## config.mk

```make
export PLATFORM = sky130hd
export DESIGN_NAME = multi_edge_to_pulse
export DESIGN_NICKNAME = d
export VERILOG_FILES = /design/src/rtl/multi_edge_to_pulse.sv
export SDC_FILE = /design/constraint.sdc
export NUM_CORES = 1
export LEC_CHECK = 0
export CORE_MARGIN = 1.5
export CORE_UTILIZATION = 49
export CTS_CLUSTER_SIZE = 12
export DETAILED_ROUTE_END_ITERATION = 10
export HOLD_SLACK_MARGIN = 0.05
export PLACE_DENSITY = 0.82
export RECOVER_POWER = 100
export SLEW_MARGIN = 20
export SYNTH_ARGS = -nofsm -noshare
export SYNTH_HDL_FRONTEND = slang
export SYNTH_SLANG_ARGS = --single-unit
```

## constraint.sdc

```tcl
create_clock -name clk -period 1.25 [get_ports clk]
set_input_delay 0.25 -clock clk [delete_from_list [all_inputs] [get_ports clk]]
set_output_delay 0.25 -clock clk [all_outputs]
set_load 0.01 [all_outputs]
```

## src/rtl/multi_edge_to_pulse.sv

```systemverilog
// multi_edge_to_pulse: per-channel sync, mode-selected edge detect,
// and a fixed-length registered pulse with optional retrigger.
module multi_edge_to_pulse #(
  parameter int CHANNELS     = 4,
  parameter int PULSE_CYCLES = 1,
  parameter int SYNC_STAGES  = 2,
  parameter int RETRIGGER    = 0
) (
  input  logic                clk,
  input  logic                reset,
  input  logic [1:0]          mode,
  input  logic [CHANNELS-1:0] data_in,
  output logic [CHANNELS-1:0] data_out,
  output logic [CHANNELS-1:0] missed
);

  localparam int CW = $clog2(PULSE_CYCLES + 1);
  localparam logic [CW-1:0] RELOAD = CW'(PULSE_CYCLES - 1);

  typedef enum logic {
    IDLE  = 1'b0,
    PULSE = 1'b1
  } state_e;

  logic [CHANNELS-1:0] s;
  logic [CHANNELS-1:0] p_q;
  logic [CHANNELS-1:0] e;

  generate
    if (SYNC_STAGES == 0) begin : g_nosync
      assign s = data_in;
    end else begin : g_sync
      logic [CHANNELS-1:0] sync_q [SYNC_STAGES];

      always_ff @(posedge clk or negedge reset) begin
        if (!reset) begin
          for (int k = 0; k < SYNC_STAGES; k++) begin
            sync_q[k] <= '0;
          end
        end else begin
          sync_q[0] <= data_in;
          for (int k = 1; k < SYNC_STAGES; k++) begin
            sync_q[k] <= sync_q[k-1];
          end
        end
      end

      assign s = sync_q[SYNC_STAGES-1];
    end
  endgenerate

  // History tracks even when disabled so re-enabling sees no stale edge.
  always_ff @(posedge clk or negedge reset) begin
    if (!reset) begin
      p_q <= '0;
    end else begin
      p_q <= s;
    end
  end

  always_comb begin
    e = '0;
    case (mode)
      2'b00:   e = s & ~p_q;
      2'b01:   e = ~s & p_q;
      2'b10:   e = s ^ p_q;
      default: e = '0;
    endcase
  end

  generate
    for (genvar i = 0; i < CHANNELS; i++) begin : g_ch
      state_e          state_q;
      state_e          state_d;
      logic [CW-1:0]   cnt_q;
      logic [CW-1:0]   cnt_d;
      logic            miss_q;
      logic            miss_d;

      always_ff @(posedge clk or negedge reset) begin
        if (!reset) begin
          state_q <= IDLE;
          cnt_q   <= '0;
          miss_q  <= 1'b0;
        end else begin
          state_q <= state_d;
          cnt_q   <= cnt_d;
          miss_q  <= miss_d;
        end
      end

      always_comb begin
        state_d = state_q;
        cnt_d   = cnt_q;
        miss_d  = 1'b0;
        unique case (state_q)
          IDLE: begin
            if (e[i]) begin
              state_d = PULSE;
              cnt_d   = RELOAD;
            end
          end
          PULSE: begin
            if (e[i] && (RETRIGGER != 0)) begin
              cnt_d = RELOAD;
            end else begin
              miss_d = e[i];
              if (cnt_q == '0) begin
                state_d = IDLE;
              end else begin
                cnt_d = cnt_q - CW'(1);
              end
            end
          end
          default: begin
            state_d = IDLE;
            cnt_d   = '0;
          end
        endcase
      end

      assign data_out[i] = (state_q == PULSE);
      assign missed[i]   = miss_q;
    end
  endgenerate

endmodule
```

==> out/metrics.yaml, run 1 <==
yosys:
  synth-seq-cells: 20
  synth_top_area_frac: 0.567
  netlist_area_um2: 882
  synthTopCellsByArea: "dfrtp_1 57%, ha_1 11%, buf_4 6.8%"
  syn_area_per_cell_um2: 12.1
  synth_cell_types: 17
  synthesis.nets: 89
  synth_top_area_cell: "dfrtp_1"
  synth_seq_area_share: 0.567
  yosysWarnings: 0
  synthCells: 73
finish:
  fin_nets: 110
  syn_to_final_growth_pct: 24.5
  postLayoutCellArea_um2: 1100
  nFillCells: 133
  finalNonFillerCells: 117
  layout.area.seq_um2: 500
  diodes: 0
  multiInputGateArea_um2: 294
  fin_util: 0.643
  drive_gt1_frac: 0.217
global_routing:
  grt_max_degree: 21
  antenna_found_initial: 0
  grt_usage: 0.134
  grt_pass1_wl_um: 1860
  grt_pass1_vias: 470
  gr-total-overflow: 0
floorplan:
  fp.coreArea_um2: 1710
  dieArea_um2: 2060
  die_w_um: 45.4
  rows: 15
  pin_count: 16
  die_y_um: 45.4
  initial_core_util: 0.516
critical_path:
  cp-end-kind: "primary output"
  reg2reg_to: "g_ch[2].state_q"
  start_kind: "register"
  crit_arrival_ns: 0.95
  crit_buf_inv: 1
  crit_slowest_cell: "dfrtp_1"
  path_delay_family: "flip-flops"
  cpPeakStageDelay_ns: 0.38
  r2r_slack_ns: 0.07
  required_ns: 1.00
  crit_path_cell_trace: "dlygate4sd2_1"
  r2r_start: "p_q[2]"
  cp_max_fo: 2
  r2r_cells: 5
  path_class: "register to primary output"
clock_tree:
  cts_made_buffers: 3
  cts.sinks: 20
  clk_pin_slew_ns: 0.10
  cts_max_path_buffers: 2
  cts_max_level: 1
  cts_tree: "yes"
  root_buffer: "clkbuf_4"
  clk_latency_ns: 0.29
timing:
  tightest_slew_ns: 0.481
  finalWorstPathRequiredPeriod_ns: 1.20
  tns_ns: 0
  holdWs_ns: 0.356
  clock_skew_ns: 0.000241
  worst_slack_ns: 0.0477
  maxSlewViolCount: 0
  period_share: 0.962
  max_slew_margin: 0.679
  hold_violations: 0
  setup-violations-final: 0
  max_freq_mhz: 832
  rsz0062_at_grt: "true"
route:
  vias_per_cell: 4.61
  drtAntennaViolNets: 0
  dr.pass1.iters: 3
  route.detailed.wl_per_inst_um: 9.80
  drt_iter0_drc: 4
  dr_total_vias: 539
  totalWireLength_um: 1150
  drcViolationCount: 0
status:
  status: "finished, final reports clean"
place:
  place_area_um2: 1040
  dpl.hpwl_um: 876
  pre_cts_slack_ns: -0.167
  place.gp.congestion: 0.636
  io_buffers: 15
  dp.cells: 110
pwr:
  power_mw: 1.18
  vdd_drop_max_v: 0.000637
  leakage_nw: 0.557
  p_per_area_nw_per_um2: 1080
min_path:
  hold_end: "s[1]"
  hold_path.class: "register to register"
  hold_start: "g_sync.sync_q[5]"
  hold_depth: 0
job:
  drv_cap: 0
-- synth_stat cells --
| library cell | count |
|---|---|
| o21ai_0 | 6 |
| nor3_1 | 1 |
| nor3b_1 | 1 |
| nand3_1 | 3 |
| ha_1 | 8 |
| buf_6 | 1 |
| a211oi_2 | 1 |
| dfrtp_1 | 20 |
| nor2b_4 | 1 |
| nand2_1 | 3 |
| a21boi_0 | 1 |
| and2b_4 | 1 |
| buf_4 | 8 |
| inv_1 | 9 |
| o31ai_1 | 3 |
| nand2b_1 | 3 |
| nand3b_1 | 3 |
-- layout make-up --
class                      instances  share of cell area
clock buffer                       3              0.0205
inverter                           9              0.0308
multi-input combinational         35               0.268
sequential                        20               0.456
tap                               25              0.0285
timing repair buffer              25               0.197
-- logic make-up (layout without fill, tap and decap cells) --
group / count (synthesis) / after routing / synth area share
AOI/OAI and AO/OA: 11 / 11 / 0.0823
adders and majority gates: 8 / 8 / 0.113
buffers and inverters: 18 / 37 / 0.119
DFF: 20 / 20 / 0.567
and+or+nand+nor: 16 / 16 / 0.118
-- cell usage in the layout (no fill, tap or decap), types with 2 or more instances in the layout --
master	count
dfrtp_1	20
inv_1	9
buf_4	9
ha_1	8
dlygate4sd3_1	5
dlygate4sd2_1	5
o21ai_0	4
nand2_1	3
nand3b_1	3
nand2b_1	3
nand3_1	3
clkbuf_4	3
clkdlybuf4s15_1	3
o21ai_2	2
o31ai_2	2
clkdlybuf4s50_1	2
-- routing by layer --
layer  wire length, um  up-vias  GRT usage
met5                 0        -          0
li1                  -      267          -
met3                44        4     0.0357
met1               473      256      0.144
met4                33        0      0.124
met2               595       12      0.211
-- sequential cells by signal (all words and copies together), names as in the netlist --
signal	flops
g_ch.miss_q	4
g_ch.state_q	4
g_sync.sync_q	4
p_q	4
s	4
-- report_power, final --
group | internal (mW) | leakage [nW] | switching (mW)
Combinational | 0.108 | 0.296 | 0.0891
Clock | 0.112 | 0.0138 | 0.170
Sequential | 0.685 | 0.246 | 0.0174
Total | 0.905 | 0.557 | 0.277
-- worst max-delay path by stage --
| stage | start | to | slack, ns | depth (start not counted) |
|---|---|---|---|---|
| after global placement | mode[1] | g_ch[2].miss_q | -0.14 | 4 |
| after floorplan | s[1] | g_ch[1].miss_q | 0.13 | 4 |
| after detailed placement | mode[1] | g_ch[1].state_q | -0.17 | 4 |
| after global routing | p_q[1] | g_ch[1].miss_q | -0.005 | 5 |
| after CTS | g_ch[1].state_q | data_out[1] | 0.003 | 1 |
| final | g_ch[0].state_q | data_out[0] | 0.05 | 1 |
-- timing repair --
action	in CTS	in global routing
endpoints found under the setup margin	8	8
hold buffers	0	0
pin swaps	0	3
resized for setup	8	9
buffers inserted	0	4
Power figures use the tool's default switching activity.
==> run 2: changes to the inputs <==
--- a/config.mk
+++ b/config.mk
@@ -6,11 +6,11 @@
 export NUM_CORES = 1
 export LEC_CHECK = 0
 export CORE_MARGIN = 1.5
-export CORE_UTILIZATION = 49
-export CTS_CLUSTER_SIZE = 12
+export CORE_UTILIZATION = 50
+export CTS_BUF_LIST = sky130_fd_sc_hd__clkbuf_2
 export DETAILED_ROUTE_END_ITERATION = 10
 export HOLD_SLACK_MARGIN = 0.05
-export PLACE_DENSITY = 0.82
+export PLACE_DENSITY = 0.84
 export RECOVER_POWER = 100
 export SLEW_MARGIN = 20
 export SYNTH_ARGS = -nofsm -noshare
==> out/metrics.yaml, run 2 (synthesis gave the netlist of run 1 again) <==
status:
  status: "finished, final reports clean"
critical_path:
  r2r_start: "s[1]"
  start_kind: "register"
  path_class: "register to register"
  reg2reg_to: "g_ch[1].state_q"
  crit_arrival_ns: 1.42  # +0.47 ns
  r2r_cells: 4  # -1
  cp-end-kind: "register"
  startpoint: "s[1]"
  r2r_slack_ns: 0.04  # -0.03 ns
  required_ns: 1.46  # +0.46 ns
  cp_max_fo: 3  # +1
timing:
  max_freq_mhz: 824  # -0.98%
  max_slew_margin: 0.685  # +0.00551
  tightest_slew_ns: 0.473  # -0.00826 ns
  worst_slack_ns: 0.0358  # -0.0119 ns
  setup-violations-final: 0  # unchanged
  finalWorstPathRequiredPeriod_ns: 1.21  # +0.0119 ns
  clock_skew_ns: 0.0124  # +0.0121 ns
  hold_violations: 0  # unchanged
  maxSlewViolCount: 0  # unchanged
  period_share: 0.971  # +0.00951
finish:
  syn_to_final_growth_pct: 22.0
  fin_nets: 110  # unchanged
  final_common_cell: "dfrtp_1"
  drive_gt1_frac: 0.280  # +0.0622
  nFillCells: 114  # -14%
  postLayoutCellArea_um2: 1080  # -2.0%
  final_cell_mix: "20 x dfrtp_1, 10 x clkbuf_2, 9 x inv_1, 9 x buf_4, 7 x ha_1"
  layout.area.seq_um2: 500  # unchanged
  multiInputGateArea_um2: 310  # +5.5%
  diodes: 0  # unchanged
global_routing:
  antenna_found_initial: 0  # unchanged
  grt_use_met1: 0.147  # +0.00304
  met2_usage: 0.226  # +0.0144
  gr-total-overflow: 0  # unchanged
  grt_pass1_vias: 505  # +7.4%
  grt_usage: 0.139  # +0.00507
  grtUsageMet3: 0.0600  # +0.0243
  grt_max_degree: 21  # unchanged
  grt_pass1_wl_um: 1950  # +4.8%
  busiest_layer: "met2"
clock_tree:
  clk_pin_slew_ns: 0.18  # +0.08 ns
  cts_tree: "yes"
  cts_max_level: 1  # unchanged
  cts.sinks: 20  # unchanged
  root_buffer: "clkbuf_2"
  clk_latency_ns: 0.30  # about the same
  cts_max_path_buffers: 2  # unchanged
  cts_made_buffers: 3  # unchanged
  cts_hold_buffers: 0  # unchanged
floorplan:
  initial_core_util: 0.560  # +0.0430
  rows: 14  # -1
  die_w_um: 45  # -0.95%
  fp.coreArea_um2: 1580  # -7.7%
  dieArea_um2: 2030  # -1.9%
  die_y_um: 45  # -0.95%
  pin_count: 16  # unchanged
place:
  io_buffers: 15  # unchanged
  pre_cts_slack_ns: -0.176  # -0.00886 ns
  place_area_um2: 1030  # -1.1%
  place.gp.congestion: 0.696  # +9.5%
  dpl.hpwl_um: 846  # -3.4%
min_path:
  hold_end: "s[0]"
  hold_path.class: "register to register"
  hold_depth: 0  # unchanged
  hold_start: "g_sync.sync_q[4]"
route:
  totalWireLength_um: 1270  # +11%
  dr_total_vias: 555  # +3.0%
  dr.pass1.iters: 3  # unchanged
  drtAntennaViolNets: 0  # unchanged
  drt_iter0_drc: 8  # +4
  vias_per_cell: 5.09  # +11%
  drcViolationCount: 0  # unchanged
  route.detailed.wl_per_inst_um: 11.7  # +19%
pwr:
  leakage_nw: 0.541  # -2.7%
  vdd_drop_max_v: 0.000643  # +0.98%
  p_per_area_nw_per_um2: 1080  # +0.26%
job:
  drv_cap: 0  # unchanged
-- run 2: per-stage QoR --
| stage | total power [mW] | setup TNS [ns] | hold slack, ns | instances | utilization |
|---|---|---|---|---|---|
| 2_1_floorplan | 0.821 | 0 | -0.0456 | 73 | - |
| 3_3_place_gp | 0.894 | -0.948 | 0.334 | 101 | 0.651 |
| 3_5_place_dp | 0.902 | -1.20 | 0.341 | 101 | 0.651 |
| 4_1_cts | 1.16 | 0 | 0.237 | 108 | 0.674 |
| 5_1_grt | 1.23 | -0.0126 | 0.385 | 109 | 0.683 |
| 6_report | 1.16 | 0 | 0.374 | 109 | 0.683 |
-- run 2: critical path: stages, from the launching register on --
cell and delay (ns):
dfrtp_1 0.46, ha_4 0.29, nor2b_4 0.04, a211oi_4 0.24
nor3_1 0.09
-- run 2: routing by layer --
layer | up-vias | routed length, um
li1 | 270 | -
met1 | 270 | 546
met2 | 15 | 660
met3 | 0 | 64
met4 | 0 | 0
met5 | - | 0
-- run 2: where the power goes --
part	internal [mW]	switching, mW
Clock	0.0696	0.184
Combinational	0.107	0.0957
Sequential	0.686	0.0186
Total	0.862	0.298
-- run 2: final cells by class --
type                    count  area share
flip-flops and latches     20       0.465
multi-input cells          35       0.288
repair buffers             25       0.179
inverters                   9      0.0314
well taps                  16      0.0186
clock buffers               3      0.0140
clock inverters             1     0.00349
-- run 2: worst max path at each step --
| stage | end | slack (ns) | cells after the start |
|---|---|---|---|
| after global placement | g_ch[1].miss_q | -0.13 | 4 |
| after CTS | missed[3] | 0.002 | 1 |
| final | g_ch[1].state_q | 0.04 | 4 |
| after global routing | g_ch[1].state_q | -0.01 | 4 |
| after floorplan | g_ch[1].miss_q | 0.13 | 4 |
| after detailed placement | g_ch[1].miss_q | -0.18 | 4 |
-- run 2: repair_timing --
| item | 4_1_cts | 5_1_grt |
|---|---|---|
| buffers inserted | 3 | 1 |
| cloned | 0 | 0 |
| setup endpoints to repair | 8 | 12 |
| pin swaps | 0 | 1 |
| gates resized for setup | 12 | 18 |
